==> config.mk <==
export PLATFORM = sky130hd
export DESIGN_NAME = adbg_mc_halt_ctrl
export DESIGN_NICKNAME = d
export VERILOG_FILES = /design/src/rtl/adbg_halt_pkg.sv /design/src/rtl/adbg_halt_core_fsm.sv /design/src/rtl/adbg_mc_halt_ctrl.sv
export SDC_FILE = /design/constraint.sdc
export NUM_CORES = 1
export LEC_CHECK = 0
export CAP_MARGIN = 20
export CORE_AREA = 10 10 69 71
export DETAILED_ROUTE_END_ITERATION = 8
export DIE_AREA = 0 0 79 81
export GPL_ROUTABILITY_DRIVEN = 1
export PLACE_DENSITY = 0.76
export SLEW_MARGIN = 20
export SYNTH_ARGS = -nofsm -noshare
export SYNTH_HDL_FRONTEND = slang
export SYNTH_SLANG_ARGS = --single-unit
==> constraint.sdc <==
create_clock -name cpu_clk_i -period 1.7 [get_ports cpu_clk_i]
set_input_delay 0.255 -clock cpu_clk_i [delete_from_list [all_inputs] [get_ports cpu_clk_i]]
set_output_delay 0.255 -clock cpu_clk_i [all_outputs]
set_load 0.02 [all_outputs]
==> src/rtl/adbg_halt_pkg.sv <==
// Shared types for the multi-core halt/resume/step controller.
package adbg_halt_pkg;

    localparam int unsigned CMD_W   = 2;
    localparam int unsigned CAUSE_W = 2;
    localparam int unsigned STATE_W = 2;

    typedef enum logic [STATE_W-1:0] {
        ST_RUN  = 2'd0,
        ST_HALT = 2'd1,
        ST_STEP = 2'd2
    } halt_state_e;

    typedef enum logic [CAUSE_W-1:0] {
        CAUSE_NONE  = 2'd0,
        CAUSE_BP    = 2'd1,
        CAUSE_HOST  = 2'd2,
        CAUSE_GROUP = 2'd3
    } halt_cause_e;

    typedef enum logic [CMD_W-1:0] {
        CMD_HALT   = 2'd0,
        CMD_RESUME = 2'd1,
        CMD_STEP   = 2'd2,
        CMD_CLEAR  = 2'd3
    } halt_cmd_e;

endpackage

==> src/rtl/adbg_halt_core_fsm.sv <==
// Per-core run/halt/step state machine with sticky cause and event flag.
module adbg_halt_core_fsm
    import adbg_halt_pkg::*;
(
    input  logic        cpu_clk_i,
    input  logic        cpu_rstn_i,
    input  logic        cmd_halt,
    input  logic        cmd_resume,
    input  logic        cmd_step,
    input  logic        cmd_clear,
    input  logic        bp,
    input  logic        retire,
    input  logic        grp_trig,
    output halt_state_e state,
    output halt_cause_e cause,
    output logic        evt,
    output logic        bp_take_c
);

    halt_state_e state_d;
    halt_cause_e cause_d;
    logic        evt_d;

    // Next-state, cause and event; a halt entry overrides a same-cycle CLEAR.
    always_comb begin
        state_d   = state;
        cause_d   = cause;
        evt_d     = evt;
        bp_take_c = 1'b0;

        if (cmd_clear) begin
            cause_d = CAUSE_NONE;
            evt_d   = 1'b0;
        end

        case (state)
            ST_RUN, ST_STEP: begin
                if (bp) begin
                    state_d   = ST_HALT;
                    cause_d   = CAUSE_BP;
                    evt_d     = 1'b1;
                    bp_take_c = 1'b1;
                end else if (cmd_halt) begin
                    state_d = ST_HALT;
                    cause_d = CAUSE_HOST;
                    evt_d   = 1'b1;
                end else if (grp_trig) begin
                    state_d = ST_HALT;
                    cause_d = CAUSE_GROUP;
                    evt_d   = 1'b1;
                end else if ((state == ST_STEP) && retire) begin
                    // Step completion is reported as a host halt.
                    state_d = ST_HALT;
                    cause_d = CAUSE_HOST;
                    evt_d   = 1'b1;
                end
            end
            ST_HALT: begin
                if (bp) begin
                    cause_d = CAUSE_BP;
                end else if (cmd_resume) begin
                    state_d = ST_RUN;
                end else if (cmd_step) begin
                    state_d = ST_STEP;
                end
            end
            default: begin
                state_d = ST_RUN;
            end
        endcase
    end

    // State, cause and event registers.
    always_ff @(posedge cpu_clk_i or negedge cpu_rstn_i) begin
        if (!cpu_rstn_i) begin
            state <= ST_RUN;
            cause <= CAUSE_NONE;
            evt   <= 1'b0;
        end else begin
            state <= state_d;
            cause <= cause_d;
            evt   <= evt_d;
        end
    end

endmodule

==> src/rtl/adbg_mc_halt_ctrl.sv <==
// Multi-core halt controller: per-core FSMs, group cross-trigger and command ack.
module adbg_mc_halt_ctrl
    import adbg_halt_pkg::*;
#(
    parameter int unsigned NB_CORES  = 4,
    parameter int unsigned NB_GROUPS = 2
) (
    input  logic                                 cpu_clk_i,
    input  logic                                 cpu_rstn_i,
    input  logic                                 cmd_valid_i,
    input  logic [CMD_W-1:0]                     cmd_i,
    input  logic [NB_CORES-1:0]                  cmd_mask_i,
    output logic                                 cmd_ack_o,
    input  logic                                 xtrig_en_i,
    input  logic [NB_GROUPS-1:0][NB_CORES-1:0]   grp_mask_i,
    input  logic [NB_CORES-1:0]                  bp_i,
    input  logic [NB_CORES-1:0]                  retire_i,
    output logic [NB_CORES-1:0]                  cpu_stall_o,
    output logic [NB_CORES-1:0]                  halted_o,
    output logic [CAUSE_W*NB_CORES-1:0]          cause_o,
    output logic [NB_CORES-1:0]                  event_o
);

    halt_cmd_e           cmd_e;
    logic                cmd_halt_c;
    logic                cmd_resume_c;
    logic                cmd_step_c;
    logic                cmd_clear_c;
    logic [NB_CORES-1:0] bp_take_c;
    logic [NB_CORES-1:0] grp_trig_c;

    assign cmd_e        = halt_cmd_e'(cmd_i);
    assign cmd_halt_c   = cmd_valid_i && (cmd_e == CMD_HALT);
    assign cmd_resume_c = cmd_valid_i && (cmd_e == CMD_RESUME);
    assign cmd_step_c   = cmd_valid_i && (cmd_e == CMD_STEP);
    assign cmd_clear_c  = cmd_valid_i && (cmd_e == CMD_CLEAR);

    // Cross-trigger: a core halts if another member of a shared group takes a breakpoint.
    always_comb begin
        grp_trig_c = '0;
        for (int g = 0; g < int'(NB_GROUPS); g++) begin
            for (int i = 0; i < int'(NB_CORES); i++) begin
                if (grp_mask_i[g][i] &&
                    (|(grp_mask_i[g] & bp_take_c & ~(NB_CORES'(1) << i)))) begin
                    grp_trig_c[i] = 1'b1;
                end
            end
        end
        if (!xtrig_en_i) begin
            grp_trig_c = '0;
        end
    end

    // One FSM per core; stall combines the held HALT state with a live breakpoint.
    for (genvar i = 0; i < int'(NB_CORES); i++) begin : g_core
        halt_state_e core_state;
        halt_cause_e core_cause;

        adbg_halt_core_fsm u_fsm (
            .cpu_clk_i  (cpu_clk_i),
            .cpu_rstn_i (cpu_rstn_i),
            .cmd_halt   (cmd_halt_c   & cmd_mask_i[i]),
            .cmd_resume (cmd_resume_c & cmd_mask_i[i]),
            .cmd_step   (cmd_step_c   & cmd_mask_i[i]),
            .cmd_clear  (cmd_clear_c  & cmd_mask_i[i]),
            .bp         (bp_i[i]),
            .retire     (retire_i[i]),
            .grp_trig   (grp_trig_c[i]),
            .state      (core_state),
            .cause      (core_cause),
            .evt        (event_o[i]),
            .bp_take_c  (bp_take_c[i])
        );

        assign halted_o[i]                    = (core_state == ST_HALT);
        assign cpu_stall_o[i]                 = (core_state == ST_HALT) | bp_i[i];
        assign cause_o[CAUSE_W*i +: CAUSE_W]  = core_cause;
    end

    // Every command strobe is acknowledged exactly one cycle later.
    always_ff @(posedge cpu_clk_i or negedge cpu_rstn_i) begin
        if (!cpu_rstn_i) begin
            cmd_ack_o <= 1'b0;
        end else begin
            cmd_ack_o <= cmd_valid_i;
        end
    end

endmodule

==> results.rst, run 1 <==
.. list-table::
   :header-rows: 1

   * - Metric
     - Value
   * - Comb power frac
     - 0.578
   * - Drt wl/cell
     - about 15 um
   * - Post-synth EDFFs
     - 0
   * - Core Area
     - around 3500 um^2
   * - Count of pins on the block boundary
     - 47
   * - Part of the Yosys area used for sequential elements
     - 0.340
   * - Largest stage delay, worst path
     - roughly 0.40 ns
   * - H-tree level count
     - 1
   * - Worst Setup End Kind
     - flop
   * - Final core utilization
     - 0.657
   * - Cell leakage power
     - ~1.0 nW
   * - Internal power
     - around 1.3 mW
   * - Main synth FF type
     - dfrtp_1
   * - Net load switching power
     - around 0.9 mW
   * - Cell depth of the worst flop-to-flop path
     - 5
   * - RSZ-0062 raised after global routing
     - yes
   * - Setup TNS
     - 0 ns
   * - Register-to-Register Setup Slack
     - between 0.05 and 0.06 ns
   * - Part of the power in registers
     - 0.310
   * - Most common library cell in the layout ignoring fill and taps
     - buf_4
   * - PwrDens
     - between 900 and 1000 nW/um^2
   * - Clock sink total
     - 21
   * - Total Routing Usage GR
     - 0.146
   * - Starting density of the core
     - 0.439
   * - Full die area
     - between 6000 and 7000 um^2
   * - Insertion delay to the later sink of the worst-skew pair
     - approximately 0.32 ns
   * - Number of global-route vias before repair
     - about 1,600
   * - Synthesized flop and latch total
     - 21
   * - Nets
     - 284
   * - Worst hold path type
     - input port to async pin
   * - Syn Inst Count
     - about 180
   * - Weighted congestion at the end of routability-driven global placement
     - 0.854
   * - Final critical-path share of the clock period
     - 0.970
   * - Worst Clk Skew
     - 0.0185 ns
   * - Arr. time, crit path
     - ~1.9 ns
   * - Initial antenna violation count
     - 0
   * - Number of vias after detailed routing
     - ~1,600
   * - Top Family by Delay on Critical Path
     - compound AO/OA/AOI/OAI gates
   * - Multi-input combinational cell area
     - 882 um^2
   * - Count of synthesis-stage warnings from yosys
     - 0
   * - Cell chain of the critical path
     - buf_4 > nand3b_1 > a31oi_1 > nor3_1 > a31o_2
   * - TritonRoute pass-1 iters
     - 5
   * - Post-place setup slack
     - -0.239 ns
   * - Worst-margin pin slew
     - 0.378 ns
   * - Clock root buffer master
     - clkbuf_4
   * - DRC violation count after routing
     - 0
   * - Per-cell via count in the routed design
     - roughly 5.3
   * - Post-DP HPWL
     - around 3800 um
   * - Overflow after GRT
     - 0
   * - Ys async rst share
     - 1.00
   * - Final max-slew violation count
     - 0
   * - Clock transition at the register clock pins on the worst setup and hold paths after CTS
     - 0.13 ns
   * - Post-cts hold buffer count
     - 0
   * - Final hold violation count
     - 0
   * - Number of failing setup endpoints in the final timing report
     - 0
   * - Antenna diode count
     - 0
   * - Mean cell area of the mapped netlist
     - just under 9 um^2
   * - Port buffer count
     - 46
   * - Required time reported for the critical path endpoint
     - between 1.5 and 2 ns
   * - Horizontal die dimension
     - a little under 80 um
   * - Number of standard-cell rows in the floorplan
     - 22
   * - Filler instances
     - 320
   * - Power after layout
     - around 2.2 mW
   * - Final critical-path setup slack
     - 0.0504 ns
   * - WP buf/inv
     - 1
   * - Crit Path Category
     - flop to flop
   * - Achievable clock frequency
     - 0.606 GHz
   * - Area overhead of the layout relative to synthesis
     - 49.8%
   * - Share of total power in the clock network
     - 0.112
   * - Run status
     - finished clean
   * - VDD IR max
     - approximately 0.56 mV
   * - Max Buffers Root-to-Sink
     - 2
   * - Slowest library cell on the worst path
     - dfrtp_1
   * - Nets in the synthesized netlist
     - around 200
   * - Global-route wire length before repair
     - approximately 7600 um
   * - Sequential cell area
     - about 530 um^2
   * - Launch point of the worst reg-to-reg path
     - g_core[3].u_fsm.state[0]$_DFFE_PN0P_
   * - Iteration-0 DRC Markers
     - 124
   * - Max Fanout on Critical Path
     - 5
   * - Proportion of total power due to net switching
     - 0.409
   * - Commonest cells after routing, fill and taps aside
     - buf_4, clkdlybuf4s50_1, nand2_1
   * - Shortest clock period the worst path allows after layout
     - between 1.5 and 2 ns
   * - Pin count of the biggest net entering global routing
     - 22
   * - Max-cap violations
     - 0
   * - Syn Std Cell Area
     - 1550 um^2
   * - Routed WL
     - between 4000 and 5000 um
   * - Crit path launch type
     - flop
   * - Netlist cell types
     - 43
   * - Die Height
     - around 80 um
   * - Critical register-to-register path endpoint
     - g_core[1].u_fsm.state[1]$_DFFE_PN0P_
   * - Worst-case headroom to the max-slew limit
     - 0.748
   * - Post-route antenna net violation count
     - 0
   * - Proportion of layout cells with a drive suffix above 1
     - 0.276
   * - TritonCTS clock tree
     - yes
   * - Worst Hold Margin
     - between 0.2 and 0.3 ns
   * - CTS Buf Count
     - 3
==> layer usage <==
metal / up-vias / track usage / share of wire
li1: 802 / - / -
met1: 763 / 0.178 / 0.42
met2: 55 / 0.251 / 0.49
met3: 2 / 0.0353 / 0.082
met4: 0 / 0.0394 / 0.0022
met5: - / 0 / 0
==> power by group through the flow <==
stage               logic (mW)  registers, mW  clock network (mW)
global placement          1.30          0.711                   0
CTS                       1.30          0.693               0.262
floorplan                0.798          0.705                   0
finish                    1.29          0.694               0.251
global route              1.41          0.709               0.282
detailed placement        1.31          0.716                   0
==> registers in the layout, indices dropped and copies added (netlist names) <==
| register | cells |
|---|---|
| g_core.u_fsm.evt | 4 |
| g_core.u_fsm.cause | 8 |
| cmd_ack_o | 1 |
| g_core.u_fsm.state | 8 |
==> stage by stage <==
step,std cells,area [um^2]
after floorplan,175,1550
after global placement,300,2290
after detailed placement,300,2290
after CTS,305,2330
after global routing,305,2310
final,305,2310
==> synthesized netlist by cell type (3+ instances only) <==
cell type | count | area [um^2]
nand4_1 | 4 | 25.0
buf_2 | 5 | 25.0
inv_1 | 6 | 22.5
a311oi_1 | 3 | 26.3
nand2b_1 | 4 | 25.0
o31ai_1 | 4 | 30.0
a21oi_1 | 6 | 30.0
a31oi_1 | 6 | 37.5
and2_1 | 6 | 37.5
buf_4 | 5 | 37.5
a22oi_1 | 4 | 30.0
nor3_1 | 3 | 15.0
buf_6 | 4 | 45.0
nand2_1 | 24 | 90.1
nand4b_1 | 5 | 43.8
o21ai_0 | 11 | 55.1
nor2_1 | 11 | 41.3
dfrtp_1 | 21 | 526
nand3b_1 | 8 | 60.1
a21o_1 | 4 | 30.0
==> final cells by class <==
type,instances,share of cell area
clock buffer,3,0.00973
timing repair buffer,94,0.344
tap,48,0.0259
sequential,21,0.227
clock inverter,1,0.00216
inverter,6,0.00973
multi-input combinational,132,0.381
==> worst register-to-register path, delay by kind of cell, from the launching register on <==
kind	cells	cell delay, ns
buffers and inverters	1	0.15
DFF	1	0.40
AOI/OAI and AO/OA	2	0.63
and+or+nand+nor	2	0.35
==> cell families after synthesis <==
logic type	Yosys count	share of synthesized area
xor+xnor	1	0.0105
flops	21	0.340
buf+inv	22	0.0963
compound gates	49	0.232
simple gates	82	0.321
==> how the worst max path moves through the flow <==
stage | to | from | cells past startpoint | slack [ns]
detailed placement | g_core[1].u_fsm.state[1]$_DFFE_PN0P_ | cmd_i[1] | 7 | -0.24
finish | g_core[1].u_fsm.state[1]$_DFFE_PN0P_ | g_core[3].u_fsm.state[0]$_DFFE_PN0P_ | 5 | 0.05
CTS | cpu_stall_o[0] | g_core[0].u_fsm.state[0]$_DFFE_PN0P_ | 4 | 0.01
global placement | g_core[3].u_fsm.evt$_DFF_PN0_ | cmd_i[0] | 6 | -0.17
global route | g_core[1].u_fsm.state[0]$_DFFE_PN0P_ | cmd_i[0] | 6 | -0.003
floorplan | cpu_stall_o[0] | g_core[0].u_fsm.state[0]$_DFFE_PN0P_ | 4 | 0.28
==> what timing repair did <==
item,4_1_cts,5_1_grt
endpoints found under the hold margin,0,0
cloned,0,0
setup endpoints to repair,8,7
gates resized for setup,13,8
setup buffers,1,0
pin swaps,0,0
No activity file was read; power rests on OpenSTA's default activity.
==> run 2, diff against run 1 <==
Settings changed: ABC_AREA from default to 1, CORE_AREA 10 10 69 71 to 10 10 68 70, DIE_AREA 0 0 79 81 to 0 0 78 80.
==> run 2 against run 1 <==
Effect of this change: worst setup slack better by 0.042 ns; hold slack better by 0.025 ns; core utilization down 2.1 points; total power up 30%; design area down 9.8%; first-iteration DRC count down 4.8%; global-route usage down 0.92 points; critical path type is now flop to output port.
==> results.rst, run 2 <==
.. list-table::
   :header-rows: 1

   * - Metric
     - Value
   * - Internal power
     - 1.54 mW (+17%)
   * - Register-to-Register Setup Slack
     - 0.19 ns (+0.14 ns)
   * - Iteration-0 DRC Markers
     - 118 (-4.8%)
   * - Max-cap violations
     - 0 (unchanged)
   * - Power after layout
     - 2.90 mW (+30%)
   * - Achievable clock frequency
     - 0.622 GHz (+2.6%)
   * - Comb power frac
     - 0.621 (+0.043)
   * - Final core utilization
     - 0.636 (-0.0212)
   * - Clock transition at the register clock pins on the worst setup and hold paths after CTS
     - 0.12 ns (about the same)
   * - TritonRoute pass-1 iters
     - 4 (-1)
   * - Post-synth top area cell
     - dfrtp_1
   * - Antenna diode count
     - 0 (unchanged)
   * - Count of cell instances traversed by the critical path
     - 3 (-2)
   * - Registers with the highest flip-flop counts
     - g_core.u_fsm.cause (8), g_core.u_fsm.state (8), g_core.u_fsm.evt (4)
   * - Critical register-to-register path endpoint
     - g_core[0].u_fsm.state[1]$_DFFE_PN0P_
   * - Worst hold path type
     - input port to async pin
   * - Clock sink total
     - 21 (unchanged)
   * - Most common library cell in the layout ignoring fill and taps
     - nand2_1
   * - Core Area
     - 3280 um^2 (-6.8%)
   * - Part of the Yosys area used for sequential elements
     - 0.364 (+0.0236)
   * - Per-cell via count in the routed design
     - 4.87 (-8.5%)
   * - Number of standard-cell rows in the floorplan
     - 21 (-4.5%)
   * - Proportion of layout cells with a drive suffix above 1
     - 0.119 (-0.158)
   * - Post-DP HPWL
     - 3340 um (-12%)
   * - Part of the power in registers
     - 0.292 (-0.018)
   * - Routed WL
     - 4120 um (-10%)
   * - Max Buffers Root-to-Sink
     - 2 (unchanged)
   * - Max Fanout on Critical Path
     - 8 (+3)
   * - Cell depth of the worst flop-to-flop path
     - 11 (+6)
   * - Setup TNS
     - 0 ns (unchanged)
   * - Worst Hold Margin
     - 0.278 ns (+0.0253 ns)
   * - Final max-slew violation count
     - 0 (unchanged)
   * - Area overhead of the layout relative to synthesis
     - 44.5%
   * - Final critical-path setup slack
     - 0.0926 ns (+0.0422 ns)
   * - Required time reported for the critical path endpoint
     - 1.44 ns (-0.46 ns)
   * - Count of pins on the block boundary
     - 47 (unchanged)
   * - Horizontal die dimension
     - 78 um (-1.3%)
   * - Full die area
     - 6240 um^2 (-2.5%)
   * - Crit path launch type
     - flop
   * - Most instantiated cells after synthesis
     - nand2_1, nand3_1, inv_1, dfrtp_1, nor2_1
   * - Drt wl/cell
     - 12.1 um (-20%)
   * - H-tree level count
     - 1 (unchanged)
   * - Starting density of the core
     - 0.440 (+0.00143)
   * - Syn Inst Count
     - 230 (+31%)
   * - Count of placed standard cells in the final layout, fillers left out
     - 341 (+12%)
   * - Number of vias after detailed routing
     - 1,659 (+2.3%)
   * - Portion of synthesized cell area occupied by the leading cell type
     - 0.364 (+0.0236)
   * - Insertion delay to the later sink of the worst-skew pair
     - 0.31 ns (about the same)
   * - Overflow after GRT
     - 0 (unchanged)
   * - Post-CTS setup buffer count
     - 0 (-1)
   * - Launch point of the worst reg-to-reg path
     - g_core[1].u_fsm.state[0]$_DFFE_PN0P_
   * - Final cell area excluding filler cells
     - 2090 um^2 (-9.8%)
   * - Largest cells by area after synthesis
     - dfrtp_1, nand2_1, nand3_1
   * - Port buffer count
     - 46 (unchanged)
   * - Worst Setup End Kind
     - output port
   * - Post-cts hold buffer count
     - 0 (unchanged)
   * - Crit Path Category
     - flop to output port
   * - Nets in the synthesized netlist
     - 256 (+27%)
   * - Top Family by Delay on Critical Path
     - buffers and inverters
   * - Die Height
     - 80 um (-1.2%)
   * - Weighted congestion at the end of routability-driven global placement
     - 0.873 (+2.2%)
   * - Worst Clk Skew
     - 0.00328 ns (-0.0152 ns)
   * - Post-route antenna net violation count
     - 0 (unchanged)
   * - WP buf/inv
     - 2 (+1)
   * - Run status
     - finished clean
   * - Worst-case headroom to the max-slew limit
     - 0.812 (+0.0642)
   * - VDD IR max
     - 0.701 mV (+25%)
   * - Net load switching power
     - 1.35 mW (+48%)
   * - Worst-margin pin slew
     - 0.281 ns (-0.0971 ns)
   * - TritonCTS clock tree
     - yes
   * - PwrDens
     - 1390 nW/um^2 (+44%)
   * - Slowest library cell on the worst path
     - dfrtp_1
   * - Ys async rst share
     - 1.00 (unchanged)
   * - RSZ-0062 raised after global routing
     - no
   * - Share of total power in the clock network
     - 0.088 (-0.024)
   * - Most common cell in the synthesized netlist
     - nand2_1
   * - Commonest cells after routing, fill and taps aside
     - nand2_1, clkdlybuf4s50_1, nand3_1
   * - Shortest clock period the worst path allows after layout
     - 1.61 ns (-0.0422 ns)
   * - Filler instances
     - 312 (-2.5%)
   * - Initial antenna violation count
     - 0 (unchanged)
   * - Number of global-route vias before repair
     - 1,568 (-3.1%)
   * - Post-place setup slack
     - -0.0977 ns (+0.141 ns)
   * - Main synth FF type
     - dfrtp_1
   * - Count of synthesis-stage warnings from yosys
     - 0 (unchanged)
   * - Global-route wire length before repair
     - 7090 um (-6.4%)
   * - Syn Std Cell Area
     - 1450 um^2 (-6.5%)
   * - Largest stage delay, worst path
     - 0.43 ns (+0.03 ns)
   * - Final hold violation count
     - 0 (unchanged)
   * - Mean cell area of the mapped netlist
     - 6.28 um^2 (-29%)
   * - Setup crit start
     - g_core[0].u_fsm.state[0]$_DFFE_PN0P_
   * - Synthesized flop and latch total
     - 21 (unchanged)
   * - Cell leakage power
     - 1.07 nW (+7.3%)
   * - Post-DP Area
     - 2080 um^2 (-9.4%)
   * - Arr. time, crit path
     - 1.35 ns (-0.50 ns)
   * - Post-synth EDFFs
     - 0 (unchanged)
   * - Total Routing Usage GR
     - 0.137 (-0.00918)
   * - Pin count of the biggest net entering global routing
     - 22 (unchanged)
   * - Placed cells
     - 337 (+12%)
   * - Proportion of total power due to net switching
     - 0.467 (+0.0584)
   * - Clock root buffer master
     - clkbuf_4
   * - Cell chain of the critical path
     - inv_2 > nor2_1 > dlygate4sd2_1
   * - Number of failing setup endpoints in the final timing report
     - 0 (unchanged)
   * - Final critical-path share of the clock period
     - 0.946 (-0.0248)
   * - Netlist cell types
     - 19 (-56%)
   * - Nets
     - 322 (+13%)
   * - DRC violation count after routing
     - 0 (unchanged)
   * - CTS Buf Count
     - 3 (unchanged)
==> run 2: changes by cell type in the layout (fill, tap and decap cells not counted), moves of 5 or more <==
cell	before	now
nand2_1	24	87
nand3_1	1	31
buf_4	48	19
inv_1	6	25
nand3b_1	8	0
and2_1	6	0
inv_2	0	6
nor2_1	10	16
nand4b_1	5	0
==> run 2: cells by family after synthesis <==
logic type	synth area share
AO/OA/AOI/OAI	0.111
AND/OR/NAND/NOR	0.424
buffers and inverters	0.101
flip-flops	0.364
==> run 2: worst reg2reg max path, stage by stage, from the launching register on <==
cell	delay, ns
dfrtp_1	0.44
inv_1	0.13
buf_4	0.15
nand3_1	0.10
nand3_1	0.12
nand2_1	0.06
nand2_1	0.08
nand2_1	0.07
nand2_1	0.11
nand2_1	0.06
nand2_1	0.05
nand2_1	0.04
==> run 2: worst max-delay path by stage <==
stage,endpoint,slack [ns]
2_1_floorplan,g_core[1].u_fsm.evt$_DFF_PN0_,0.30
3_3_place_gp,cpu_stall_o[1],-0.06
3_5_place_dp,cpu_stall_o[2],-0.1
4_1_cts,halted_o[1],0.06
5_1_grt,g_core[0].u_fsm.state[1]$_DFFE_PN0P_,0.003
6_report,halted_o[0],0.09
==> run 2: repair_timing <==
item | CTS | global route
hold endpoints to repair | 0 | 0
resized for setup | 8 | 2
endpoints found under the setup margin | 8 | 1
==> run 2: layout make-up <==
type                       count  area [um^2]  share of cell area
clock buffer                   4         26.3              0.0126
inverter                      31          116              0.0557
multi-input combinational    174          773               0.370
sequential                    21          526               0.252
tap                           46         57.6              0.0276
timing repair buffer          65          589               0.282
==> run 2: power by group through the flow <==
stage               registers [mW]  logic (mW)  clock network (mW)
CTS                          0.848        1.83               0.263
global route                 0.878        2.04               0.275
floorplan                    0.920        1.07                   0
global placement             0.856        1.86                   0
finish                       0.846        1.80               0.254
detailed placement           0.858        1.88                   0
==> run 2: per-layer routing <==
metal  up-vias  part of all wire  GRT usage
met5         -                 0          0
li1        867                 -          -
met1       748              0.46      0.172
met2        41              0.46      0.223
met4         0            0.0053     0.0376
met3         3             0.074     0.0383
==> run 3, diff against run 2 <==
Settings changed: CTS_CLUSTER_DIAMETER from default to 120.
==> results of run 3 <==
Final layout, timing and power as in run 2 (identical DEF).
